[src/rtl/mc_control_unit.sv]
// Multi-cycle MIPS main controller: Moore FSM sequencing datapath muxes and write enables.
// Optional macro MC_CTRL_ADDI_EN adds the addi path (ADDIEX/ADDIWB); otherwise opcode 001000 is illegal.
module mc_control_unit #(
  parameter int OPW = 6,
  parameter int STW = 4
) (
  input  logic           CLK,
  input  logic           RST,
  input  logic [OPW-1:0] OPCODE,
  input  logic           ZERO,
  input  logic           MEM_RDY,
  output logic           IorD,
  output logic           MemWrite,
  output logic           IRWrite,
  output logic           RegDst,
  output logic           MemtoReg,
  output logic           RegWrite,
  output logic           ALUSrcA,
  output logic [1:0]     ALUSrcB,
  output logic [1:0]     ALUOp,
  output logic [1:0]     PCSrc,
  output logic           PCEn,
  output logic           ILLEGAL,
  output logic [STW-1:0] STATE
);

  typedef enum logic [3:0] {
    FETCH  = 4'd0,  DECODE = 4'd1,  MEMADR = 4'd2,  MEMRD  = 4'd3,
    MEMWB  = 4'd4,  MEMWR  = 4'd5,  EXEC   = 4'd6,  ALUWB  = 4'd7,
    BRANCH = 4'd8,  JUMP   = 4'd9,  ADDIEX = 4'd10, ADDIWB = 4'd11
  } state_t;

  localparam logic [OPW-1:0] OP_LW   = OPW'(6'b100011);
  localparam logic [OPW-1:0] OP_SW   = OPW'(6'b101011);
  localparam logic [OPW-1:0] OP_RTYP = OPW'(6'b000000);
  localparam logic [OPW-1:0] OP_BEQ  = OPW'(6'b000100);
  localparam logic [OPW-1:0] OP_J    = OPW'(6'b000010);
`ifdef MC_CTRL_ADDI_EN
  localparam logic [OPW-1:0] OP_ADDI = OPW'(6'b001000);
`endif

  state_t state_q, state_d;

  logic       iord_c, memwrite_c, irwrite_c, regdst_c, memtoreg_c, regwrite_c;
  logic       alusrca_c, pcwrite_c, branch_c, illegal_c;
  logic [1:0] alusrcb_c, aluop_c, pcsrc_c;

  always_ff @(posedge CLK or posedge RST) begin
    if (RST) state_q <= FETCH;
    else     state_q <= state_d;
  end

  always_comb begin
    state_d    = state_q;
    iord_c     = 1'b0;
    memwrite_c = 1'b0;
    irwrite_c  = 1'b0;
    regdst_c   = 1'b0;
    memtoreg_c = 1'b0;
    regwrite_c = 1'b0;
    alusrca_c  = 1'b0;
    alusrcb_c  = 2'b00;
    aluop_c    = 2'b00;
    pcsrc_c    = 2'b00;
    pcwrite_c  = 1'b0;
    branch_c   = 1'b0;
    illegal_c  = 1'b0;
    case (state_q)
      FETCH: begin
        alusrcb_c = 2'b01;
        irwrite_c = MEM_RDY;
        pcwrite_c = MEM_RDY;
        if (MEM_RDY) state_d = DECODE;
      end
      DECODE: begin
        alusrcb_c = 2'b11;
        case (OPCODE)
          OP_LW, OP_SW: state_d = MEMADR;
          OP_RTYP:      state_d = EXEC;
          OP_BEQ:       state_d = BRANCH;
          OP_J:         state_d = JUMP;
`ifdef MC_CTRL_ADDI_EN
          OP_ADDI:      state_d = ADDIEX;
`endif
          default: begin
            illegal_c = 1'b1;
            state_d   = FETCH;
          end
        endcase
      end
      MEMADR: begin
        alusrca_c = 1'b1;
        alusrcb_c = 2'b10;
        state_d   = (OPCODE == OP_SW) ? MEMWR : MEMRD;
      end
      MEMRD: begin
        iord_c = 1'b1;
        if (MEM_RDY) state_d = MEMWB;
      end
      MEMWB: begin
        memtoreg_c = 1'b1;
        regwrite_c = 1'b1;
        state_d    = FETCH;
      end
      // Write strobe stays up until the memory accepts it, giving one accepted write per sw.
      MEMWR: begin
        iord_c     = 1'b1;
        memwrite_c = 1'b1;
        if (MEM_RDY) state_d = FETCH;
      end
      EXEC: begin
        alusrca_c = 1'b1;
        aluop_c   = 2'b10;
        state_d   = ALUWB;
      end
      ALUWB: begin
        regdst_c   = 1'b1;
        regwrite_c = 1'b1;
        state_d    = FETCH;
      end
      BRANCH: begin
        alusrca_c = 1'b1;
        aluop_c   = 2'b01;
        pcsrc_c   = 2'b01;
        branch_c  = 1'b1;
        state_d   = FETCH;
      end
      JUMP: begin
        pcsrc_c   = 2'b10;
        pcwrite_c = 1'b1;
        state_d   = FETCH;
      end
`ifdef MC_CTRL_ADDI_EN
      ADDIEX: begin
        alusrca_c = 1'b1;
        alusrcb_c = 2'b10;
        state_d   = ADDIWB;
      end
      ADDIWB: begin
        regwrite_c = 1'b1;
        state_d    = FETCH;
      end
`endif
      default: state_d = FETCH;
    endcase
  end

  // Everything is held at zero while reset is asserted, even though FETCH is already active.
  assign IorD     = ~RST & iord_c;
  assign MemWrite = ~RST & memwrite_c;
  assign IRWrite  = ~RST & irwrite_c;
  assign RegDst   = ~RST & regdst_c;
  assign MemtoReg = ~RST & memtoreg_c;
  assign RegWrite = ~RST & regwrite_c;
  assign ALUSrcA  = ~RST & alusrca_c;
  assign ALUSrcB  = RST ? 2'b00 : alusrcb_c;
  assign ALUOp    = RST ? 2'b00 : aluop_c;
  assign PCSrc    = RST ? 2'b00 : pcsrc_c;
  assign PCEn     = ~RST & (pcwrite_c | (branch_c & ZERO));
  assign ILLEGAL  = ~RST & illegal_c;
  assign STATE    = STW'(state_q);

endmodule

[config.mk]
export PLATFORM = sky130hd
export DESIGN_NAME = mc_control_unit
export DESIGN_NICKNAME = d
export VERILOG_FILES = /design/src/rtl/mc_control_unit.sv
export SDC_FILE = /design/constraint.sdc
export NUM_CORES = 1
export LEC_CHECK = 0
export CELL_PAD_IN_SITES_DETAIL_PLACEMENT = 1
export CELL_PAD_IN_SITES_GLOBAL_PLACEMENT = 2
export CORE_UTILIZATION = 18
export CTS_CLUSTER_DIAMETER = 80
export CTS_CLUSTER_SIZE = 30
export DETAILED_ROUTE_END_ITERATION = 16
export GPL_ROUTABILITY_DRIVEN = 0
export PLACE_DENSITY_LB_ADDON = 0.1
export SLEW_MARGIN = 20
export SYNTH_ARGS = -nofsm -noshare
export SYNTH_HDL_FRONTEND = slang
export SYNTH_SLANG_ARGS = --single-unit
[constraint.sdc]
create_clock -name CLK -period 1.8 [get_ports CLK]
set_clock_uncertainty 0.05 [all_clocks]
set_input_delay 0.36 -clock CLK [delete_from_list [all_inputs] [get_ports CLK]]
set_output_delay 0.36 -clock CLK [all_outputs]
set_load 0.01 [all_outputs]
Word level (Yosys, flattened, before mapping)
Index checks and enable logic that the tools add are counted.
- equality and inequality tests: 16
- multiplexer cells: 23
- bitwise gates (word level): 12
- reductions and logical operators: 8
- operators by type and width (cell ; count):
    case mux 4 bit (6 select lines) ; 1
    equality test 4 x 3 -> 1 bit (second input constant) ; 4
    case mux 4 bit (4 select lines) ; 1
    equality test 6 bit (second input constant) ; 2
    2-to-1 mux 4 bit ; 3
    AND 1 bit ; 10
    2-to-1 mux 1 bit ; 10
    equality test 4 x 2 -> 1 bit (second input constant) ; 2
    equality test 4 bit (second input constant) ; 2
    case mux 2 bit (2 select lines) ; 2
    equality test 6 x 2 -> 1 bit (second input constant) ; 1
    equality test 6 x 3 -> 1 bit (second input constant) ; 1
    zero test 6 bit ; 1
    2-to-1 mux 2 bit ; 3
    inequality test 2 bit (second input constant) ; 3
    case mux 2 bit (3 select lines) ; 1
    OR reduction 2 bit ; 3
    OR reduction 5 bit ; 1
    equality test 4 x 1 -> 1 bit (second input constant) ; 1
    zero test 4 bit ; 1
    2-to-1 mux 3 bit ; 1
    AND reduction 3 bit ; 1
    OR reduction 3 bit ; 1
    case mux 1 bit (2 select lines) ; 1
    other kinds (2) ; 2
- bits in registers: 4
- bits of input ports: 10
- word-level logic and storage cells: 60

Logic depth before layout (Yosys ltp)
Gate-level depths: netlist (run 1).
- depth after elaboration: 5
- gate-level depth with buffers: 5
- depth with buffers taken out: 4

Worst setup path before layout (run 1)
Ideal clock, no wire load.
- kind: register -> output
- start point: register state_q[1], in the netlist STATE[1]
- end point: output port IRWrite
- data arrival time: 1.510 ns
- required time: 1.390 ns
- path slack: -0.120 ns
- stages on the path, launching flop included: 4
- path through: dfrtp_1 buf_2 nor4_1 nor3b_1
- word-level cells in the longest chain between the ends: 3
- ends and longest elaborated chain (item ; RTL line ; text):
    from (decl) ; 42 ; state_t state_q, state_d;
    from (signal assigned) ; 50 ; else state_q <= state_d;
    zero test 4 bit ; 68 ; case (state_q)
    2-to-1 mux 1 bit ; 68 ;
    AND 1 bit ; 151 ; assign IRWrite = ~RST & irwrite_c;
    to (decl) ; 14 ; output logic IRWrite,
No other way between the ends.

Worst setup path in the final report (run 1)
- start point: register state_q[3], in the netlist STATE[3]
- end point: output port ILLEGAL
- word-level cells in the longest chain between the ends: 3
- ends and longest elaborated chain (item ; RTL line ; text):
    equality test 4 x 1 -> 1 bit ; 68 ;
    2-to-1 mux 1 bit ; 68 ;
    AND 1 bit ; 160 ; assign ILLEGAL = ~RST & illegal_c;
    to (decl) ; 23 ; output logic ILLEGAL,
No other way between the ends.

==> results of run 1 <==
[layout make-up]
class	instances	area (um2)
timing repair buffer	69	599
fill	309	1280
clock buffer	3	22.5
tap	30	37.5
multi-input combinational	57	454
inverter	2	7.51
sequential	4	100
[worst max path at each step]
stage                         start  endpoint  slack [ns]  cells past startpoint
after floorplan            STATE[1]   IRWrite       0.003                      3
after global placement    OPCODE[0]   ILLEGAL       -0.65                      6
after detailed placement  OPCODE[0]   ILLEGAL       -0.69                      6
after CTS                  STATE[1]   ILLEGAL       -0.19                      3
after global routing       STATE[3]   ILLEGAL       -0.22                      3
final                      STATE[3]   ILLEGAL       -0.17                      3
[Yosys cell counts, types with 2 or more instances]
cell type	number	share of area (%)
nor4_1	2	2.6
dfrtp_1	4	21
nand2b_1	2	2.6
buf_2	4	4.1
inv_1	2	1.6
nor2_1	11	8.5
and3_1	3	3.9
nor2b_1	2	2.6
o21ai_0	5	5.2
nor3_1	6	6.2
nor3b_1	2	3.1
nand2_1	4	3.1
xnor2_1	2	3.6
nand3_1	2	2.1
[metrics by stage]
stage	hold WS (ns)	cell area, um2
after floorplan	0.0897	489
after global placement	0.591	960
after detailed placement	0.582	960
after CTS	0.265	1150
after global routing	0.336	1220
final	0.324	1220
[metal layers]
layer,up-vias,track usage (%),part of all wire (%)
li1,383,-,-
met1,356,19.6,44
met2,12,29.8,54
met3,0,3.39,1.8
met4,0,3.95,0
met5,-,0,0
[power breakdown]
part	total, uW	switching [uW]	internal [uW]
sequential	124	15.4	109
combinational	755	321	434
clock	113	38.0	74.7
[worst register-to-register path, cell delays in order, from the launching register on]
cell	delay (ns)
dfrtp_1	0.39
buf_6	0.15
buf_4	0.14
buf_4	0.15
nor3b_1	0.16
a41o_1	0.21
a221oi_1	0.26
nor2_1	0.07
[logic make-up (layout without fill, tap and decap cells)]
family,count (synthesis),count (layout),synth area share [%]
simple gates,41,41,49.0
buf+inv,7,74,7.26
compound gates,13,13,17.6
xor+xnor,3,3,5.44
flops,4,4,20.7
[what timing repair did]
action	in CTS	in global routing
resized for setup	82	25
hold endpoints to repair	0	0
endpoints found under the setup margin	16	16
gates cloned	1	0
pin swaps	9	8
setup buffers	15	1
==> results.sh, run 1 <==
export IMPL_status="complete, but fails checks"
export IMPL_violations="negative setup slack"
export IMPL_cp_max_fo=2
export IMPL_dieArea_um2=2890
export IMPL_synth_edf_count=0
export IMPL_layout_commonest_cell="buf_4"
export IMPL_r2r_start="STATE[2]"
export IMPL_dr_pass1_iters=4
export IMPL_endpoint_kind="output port"
export IMPL_fmax_mhz=508
export IMPL_arrival_ns=1.56
export IMPL_ir_drop_mv=0.440
export IMPL_hpwl_um=1390
export IMPL_crit_family="simple AND/OR/NAND/NOR gates"
export IMPL_area_growth_pct=153
export IMPL_critPathKind="register to output port"
export IMPL_tightest_slew_ns=0.371
export IMPL_synth_distinct_cells=31
export IMPL_n_antenna_cell=0
export IMPL_reg2reg_slack_ns=0.10
export IMPL_cts_root_buf="clkbuf_4"
export IMPL_postCtsHoldBufs=0
export IMPL_port_buffer_count=28
export IMPL_grt_ovfl_total=0
export IMPL_maxCapViolCount=0
export IMPL_drtIter0Drc=5
export IMPL_r2r_end="STATE[0]"
export IMPL_antenna_found_initial=0
export IMPL_worst_slack_ns=-0.167
export IMPL_rows=18
export IMPL_min_period_ns=1.97
export IMPL_finalPower_uw=992
export IMPL_drv_slew=0
export IMPL_initial_core_util_pct=19.3
export IMPL_hold_class="input port to async pin"
export IMPL_grt_usage_pct=16.5
export IMPL_numCtsBuffers=3
export IMPL_drc=0
export IMPL_setup_violations=4
export IMPL_core_area_um2=2500
export IMPL_clk_pin_slew_ns=0.04
export IMPL_min_period_over_period_pct=109
export IMPL_cp_cell_sequence="or4b_4, nor4b_2, buf_2"
export IMPL_tritoncts="done"
export IMPL_drive_above_1_share_pct=58.5
export IMPL_postLayoutCoreUtil_pct=48.8
export IMPL_mostFrequentLayoutCells="32 x buf_4, 10 x buf_2, 9 x buf_6, 7 x nor2_1, 5 x dlygate4sd2_1"
export IMPL_relSlewSlack_pct=75.2
export IMPL_drt_wl_total_um=2200
export IMPL_largest_reg_flops=4
export IMPL_dieHeight_um=53.8
export IMPL_io_pins=29
export IMPL_netlist_area_um2=483
export IMPL_tns_ns=-0.251
export IMPL_rsz0062_at_grt="yes"
export IMPL_avgSynthCellArea_um2=7.10
export IMPL_grt_pass1_vias=769
export IMPL_pre_cts_slack_ns=-0.693
export IMPL_postRouteAntennaNets=0
export IMPL_synth_flop_cell="dfrtp_1"
export IMPL_instances_no_fill=165
export IMPL_r2r_cells=7
export IMPL_cpMaxStageDelayCell="or4b_4"
export IMPL_ys_seq_area_share_pct=20.7
export IMPL_start_kind="register"
export IMPL_via_per_inst=4.55
export IMPL_htree_levels=1
export IMPL_nNetsFinal=147
export IMPL_slowest_delay_ns=0.56
export IMPL_ys_ff_latch=4
export IMPL_leakagePower_uw=0.000652
export IMPL_wl_per_cell_um=13.3
export IMPL_syn_nets=78
export IMPL_syn_inst=68
export IMPL_cts_sinks=4
export IMPL_cp_data_required_time_ns=1.39
export IMPL_die_x_um=53.8
export IMPL_hold_viol_final=0
export IMPL_grt_max_degree=12
export IMPL_place_inst=145
export IMPL_cp_buffers_inverters=1
export IMPL_yosysWarnings=0
export IMPL_grt_first_pass_wirelength_um=3370
export IMPL_clock_latency_ns=0.23
export IMPL_p_per_area_nw_per_um2=813
export IMPL_clk_path_buf_depth=2
export IMPL_async_flop_share_pct=100
export IMPL_vias=751
Note: power is estimated with default switching activity, not from simulation.
==> run 2, diff against run 1 <==
--- a/config.mk
+++ b/config.mk
@@ -7,6 +7,7 @@
 export LEC_CHECK = 0
 export CELL_PAD_IN_SITES_DETAIL_PLACEMENT = 1
 export CELL_PAD_IN_SITES_GLOBAL_PLACEMENT = 2
+export CORE_MARGIN = 2
 export CORE_UTILIZATION = 18
 export CTS_CLUSTER_DIAMETER = 80
 export CTS_CLUSTER_SIZE = 30
==> run 2 against run 1 <==
Effect of this change:
- sequential power hardly changed
- core utilization is 1.3 points lower
- the run still ends with negative setup slack left
- global-route usage is 1.9 points lower
- sequential share of layout area is 0.22 points higher
==> results.sh, run 2 (synthesis gave the netlist of run 1 again) <==
export IMPL_drc=0
export IMPL_grt_max_degree=10
export IMPL_drtIter0Drc=6
export IMPL_endpoint_kind="output port"
export IMPL_postCtsHoldBufs=0
export IMPL_p_sw_share_pct=37.4
export IMPL_min_period_over_period_pct=109
export IMPL_port_buffer_count=28
export IMPL_vias=750
export IMPL_io_pins=29
export IMPL_arrival_ns=1.56
export IMPL_status="complete, but fails checks"
export IMPL_critPathKind="register to output port"
export IMPL_comb_power_share_pct=76.8
export IMPL_hold_class="input port to async pin"
export IMPL_cts_root_buf="clkbuf_4"
export IMPL_crit_family="simple AND/OR/NAND/NOR gates"
export IMPL_core_area_um2=2500
export IMPL_postRouteAntennaNets=0
export IMPL_violations="negative setup slack"
export IMPL_nNetsFinal=146
export IMPL_grt_usage_pct=14.6
export IMPL_relSlewSlack_pct=76.4
export IMPL_initial_core_util_pct=19.3
export IMPL_p_sw_uw=379
export IMPL_internal_power_uw=635
export IMPL_area_growth_pct=146
export IMPL_n_antenna_cell=0
export IMPL_cp_max_fo=3
export IMPL_cpMaxStageDelayCell="or4b_4"
export IMPL_rows=18
export IMPL_ir_drop_mv=0.480
export IMPL_worst_slack_ns=-0.171
export IMPL_tritoncts="done"
export IMPL_min_period_ns=1.97
export IMPL_drt_wl_total_um=2180
export IMPL_hold_ws_ns=0.296
export IMPL_grt_ovfl_total=0
export IMPL_clk_pin_slew_ns=0.04
export IMPL_htree_levels=1
export IMPL_place_inst=147
export IMPL_slowest_delay_ns=0.57
export IMPL_antenna_found_initial=0
export IMPL_setup_violations=4
export IMPL_wl_per_cell_um=13.3
export IMPL_cp_cell_sequence="or4b_4, nor4b_4, buf_2"
export IMPL_cp_buffers_inverters=1
export IMPL_power_frac_seq_pct=12.1
export IMPL_pre_cts_slack_ns=-0.703
export IMPL_tightest_slew_ns=0.353
export IMPL_fmax_mhz=507
export IMPL_layout_commonest_cell="buf_4"
export IMPL_mostFrequentLayoutCells="33 x buf_4, 12 x buf_2, 8 x buf_6, 7 x nor2_1, 6 x dlygate4sd2_1"
export IMPL_dieArea_um2=3110
export IMPL_clk_path_buf_depth=2
export IMPL_maxCapViolCount=0
export IMPL_leakagePower_uw=0.000608
export IMPL_grt_first_pass_wirelength_um=3550
export IMPL_p_per_area_nw_per_um2=852
export IMPL_cts_sinks=4
export IMPL_p_clk_share_pct=11.1
export IMPL_drv_slew=0
export IMPL_dieHeight_um=55.8
export IMPL_hold_viol_final=0
export IMPL_hpwl_um=1490
export IMPL_instances_no_fill=164
export IMPL_rsz0062_at_grt="yes"
export IMPL_clock_latency_ns=0.24
export IMPL_cp_data_required_time_ns=1.39
export IMPL_start_kind="register"
export IMPL_grt_pass1_vias=768
export IMPL_die_x_um=55.8
export IMPL_via_per_inst=4.57
export IMPL_numCtsBuffers=3
export IMPL_dr_pass1_iters=4
export IMPL_largest_reg_flops=4
export IMPL_drive_above_1_share_pct=59.7
run 2: through the flow:
step	power, uW	TNS (ns)	area [um2]	util, %
final	1010	-0.240	1190	47.6
after detailed placement	711	-7.74	975	39.0
after floorplan	404	0	489	-
after global routing	1090	-0.660	1190	47.6
after global placement	705	-7.46	975	39.0
after CTS	901	-0.416	1090	43.5
run 2: cell type report:
class | instances | area, um2
multi-input cells | 57 | 472
well taps | 30 | 37.5
clock buffers | 3 | 22.5
fillers | 322 | 1310
repair buffers | 68 | 551
inverters | 2 | 7.51
flip-flops and latches | 4 | 100
run 2: per-layer routing:
layer	global-route usage, %	routed length (um)	part of all wire, %
met5	0	0	0
met4	6.27	31	1.4
met1	17.5	892	41
met3	1.86	77	3.5
met2	25.9	1180	54
run 2: final timing paths:
check | from | to | slack, ns | cells after the start
setup reg to reg | STATE[2] | STATE[0] | 0.21 | 6
hold / removal | RST | STATE[1] | 0.30 | 4
min in group CLK | OPCODE[3] | STATE[3] | 0.62 | 4
hold reg to reg | STATE[2] | STATE[3] | 0.65 | 3
max in group asynchronous | RST | STATE[2] | 1.29 | 4
setup / recovery | STATE[3] | ILLEGAL | -0.17 | 3
run 2: tightest hold or removal path, stage by stage:
cell             delay [ns]
clkdlybuf4s15_1        0.21
buf_4                  0.14
inv_1                  0.06
buf_4                  0.14
run 2: power by group through the flow:
stage	Clock [uW]	Combinational [uW]	Sequential [uW]
final	113	779	122
after floorplan	0	270	134
after global routing	127	840	124
after CTS	118	662	120
after detailed placement	0	591	119
after global placement	0	587	118
run 2: what timing repair did:
item | CTS | global route
resized for setup | 92 | 18
buffers inserted | 7 | 8
cloned | 1 | 0
pin swaps | 5 | 10
setup endpoints to repair | 16 | 16
==> edit, RTL diff (config.mk and constraints of run 1) <==
Change the parameter `STW` from 4 to 3.
--- a/src/rtl/mc_control_unit.sv
+++ b/src/rtl/mc_control_unit.sv
@@ -3,5 +3,5 @@
 module mc_control_unit #(
   parameter int OPW = 6,
-  parameter int STW = 4
+  parameter int STW = 3
 ) (
   input  logic           CLK,
Ports: changed (resized STATE); port bits go from 29 to 28. The function was not compared with the original's and may differ.
==> edit against run 1 <==
  * Synthesized area up 4.7%
  * The run still ends with negative setup slack left
  * Total power down 10%
  * Sequential cell count stayed put
  * Wire length decreased by 14%
  * Clock power is 4% lower
  * Die area up 4.5%
  * Cell area is 13% lower
  * Largest power group unchanged
  * Worst setup slack better by 0.021 ns
==> edit: results (changes against run 1) <==
fin_area_um2: 1060  # -13%
grt_use_total_pct: 14.6  # -1.9 points
power_leakage_nw: 0.549  # -16%
drtPass1Iterations: 3  # -1
r2r_start: "state_q[1]"
ff2ff_path_depth: 7  # unchanged
p_int_w: 0.000555  # -10%
dr.first_iter.drc_count: 5  # unchanged
drive_above_1_share_pct: 50.4  # -8.1 points
ys_warn_count: 0  # unchanged
critPathSlowestCell: "or4b_4"
peakVddDrop_v: 0.000550  # +25%
routedWlPerCell_um: 12.3  # -7.8%
clockRootBuffer: "clkbuf_4"
num_antenna_cells: 0  # unchanged
cts_inserted_buffers: 3  # unchanged
top_regs: "state_q x4"
yosysUniqueCellTypes: 31  # unchanged
clkPwrFrac_pct: 12.2  # +0.8 points
final_nets: 135  # -8.2%
synthArstFlopShare_pct: 100  # unchanged
failed_checks: "negative setup slack"
worst_slack_ns: -0.147  # +0.0207 ns
ys_seq_area_share_pct: 19.8  # -0.92 points
fin_hold_ws_ns: 0.261  # -0.0636 ns
dpl.hpwl_um: 1440  # +3.4%
hold_path.class: "primary input to async pin"
ys_top_cells_by_area: "dfrtp_1 20%, nor2_1 8.2%, nor3_1 5.9%, buf_4 5.9%, o21ai_0 5.0%"
syn-num-nets: 81  # +3.8%
arrival_ns: 1.54  # -0.02 ns
grt_pass1_vias: 692  # -10%
r2r_slack_ns: 0.21  # +0.11 ns
fillers: 319  # +3.2%
slew_viol_final: 0  # unchanged
antenna_found_initial: 0  # unchanged
dpl_cell_area_um2: 950  # -1.0%
grt_max_degree: 15  # +3
synth_area_per_cell_um2: 7.12  # +0.24%
outcome: "finished, violations left"
place_ws_ns: -0.710  # -0.0164 ns
cp_max_fo: 2  # unchanged
path_delay_family: "simple AND/OR/NAND/NOR gates"
clk_pin_slew_ns: 0.04  # about the same
max_slew_margin_pct: 77.7  # +2.4 points
wirelength_um: 1880  # -14%
grt_pass1_wl_um: 3120  # -7.4%
htreeDepth: 1  # unchanged
port_buffers: 27  # -3.6%
vias: 720  # -4.1%
r2r_end: "state_q[0]"
setup_violations: 3  # -1
pwr-share-comb_pct: 74.1  # -2.0 points
total_power_w: 0.000893  # -10%
netlist_top_cells_count: "11 x nor2_1, 6 x nor3_1, 5 x o21ai_0"
edit: changes by cell type in the layout (fill, tap and decap cells not counted), sizes merged:
| cell | run 1 | this run |
|---|---|---|
| dlygate4sd2 | 5 | 6 |
| clkbuf | 4 | 6 |
| clkdlybuf4s15 | 4 | 2 |
| bufbuf | 1 | 0 |
| buf | 53 | 40 |
| clkdlybuf4s50 | 3 | 4 |
edit: timing repair:
item                       4_1_cts  5_1_grt
pin swaps                        3        3
resized for setup               73       15
setup endpoints to repair       15       14
setup buffers                    3        3
edit: kinds of logic (layout without fill, tap and decap cells):
kind of cell,after synthesis,after routing,synth area share [%]
and+or+nand+nor,41,41,46.8
AOI/OAI and AO/OA,13,13,16.8
buffers and inverters,10,62,11.4
DFF,4,4,19.8
xor gates and xnor gates,3,3,5.20
edit: worst max path at each step:
stage	end	depth (start not counted)
after floorplan	IRWrite	3
after global placement	ILLEGAL	5
after detailed placement	ILLEGAL	6
after CTS	ILLEGAL	3
after global routing	IRWrite	4
final	ILLEGAL	3
edit: metal layers:
metal	track usage [%]	wire length (um)
met5	0	0
met1	18.6	847
met2	24.7	982
met3	1.64	51
met4	6.25	0
edit: cell type report:
| type | instances | share of cell area (%) |
|---|---|---|
| repair buffers | 57 | 43.3 |
| multi-input cells | 57 | 40.8 |
| flip-flops and latches | 4 | 9.45 |
| well taps | 30 | 3.54 |
| clock buffers | 3 | 2.13 |
| inverters | 2 | 0.708 |
edit: stage by stage:
step / TNS [ns] / utilization, %
after global placement: -7.33 / 37.0
after floorplan: 0 / -
after detailed placement: -7.48 / 37.0
after global routing: -0.836 / 41.3
after CTS: -0.358 / 40.8
final: -0.310 / 41.3
edit: tightest hold or removal path, stage by stage:
cell and delay, ns:
clkdlybuf4s15_2 0.27, inv_1 0.10, buf_4 0.14
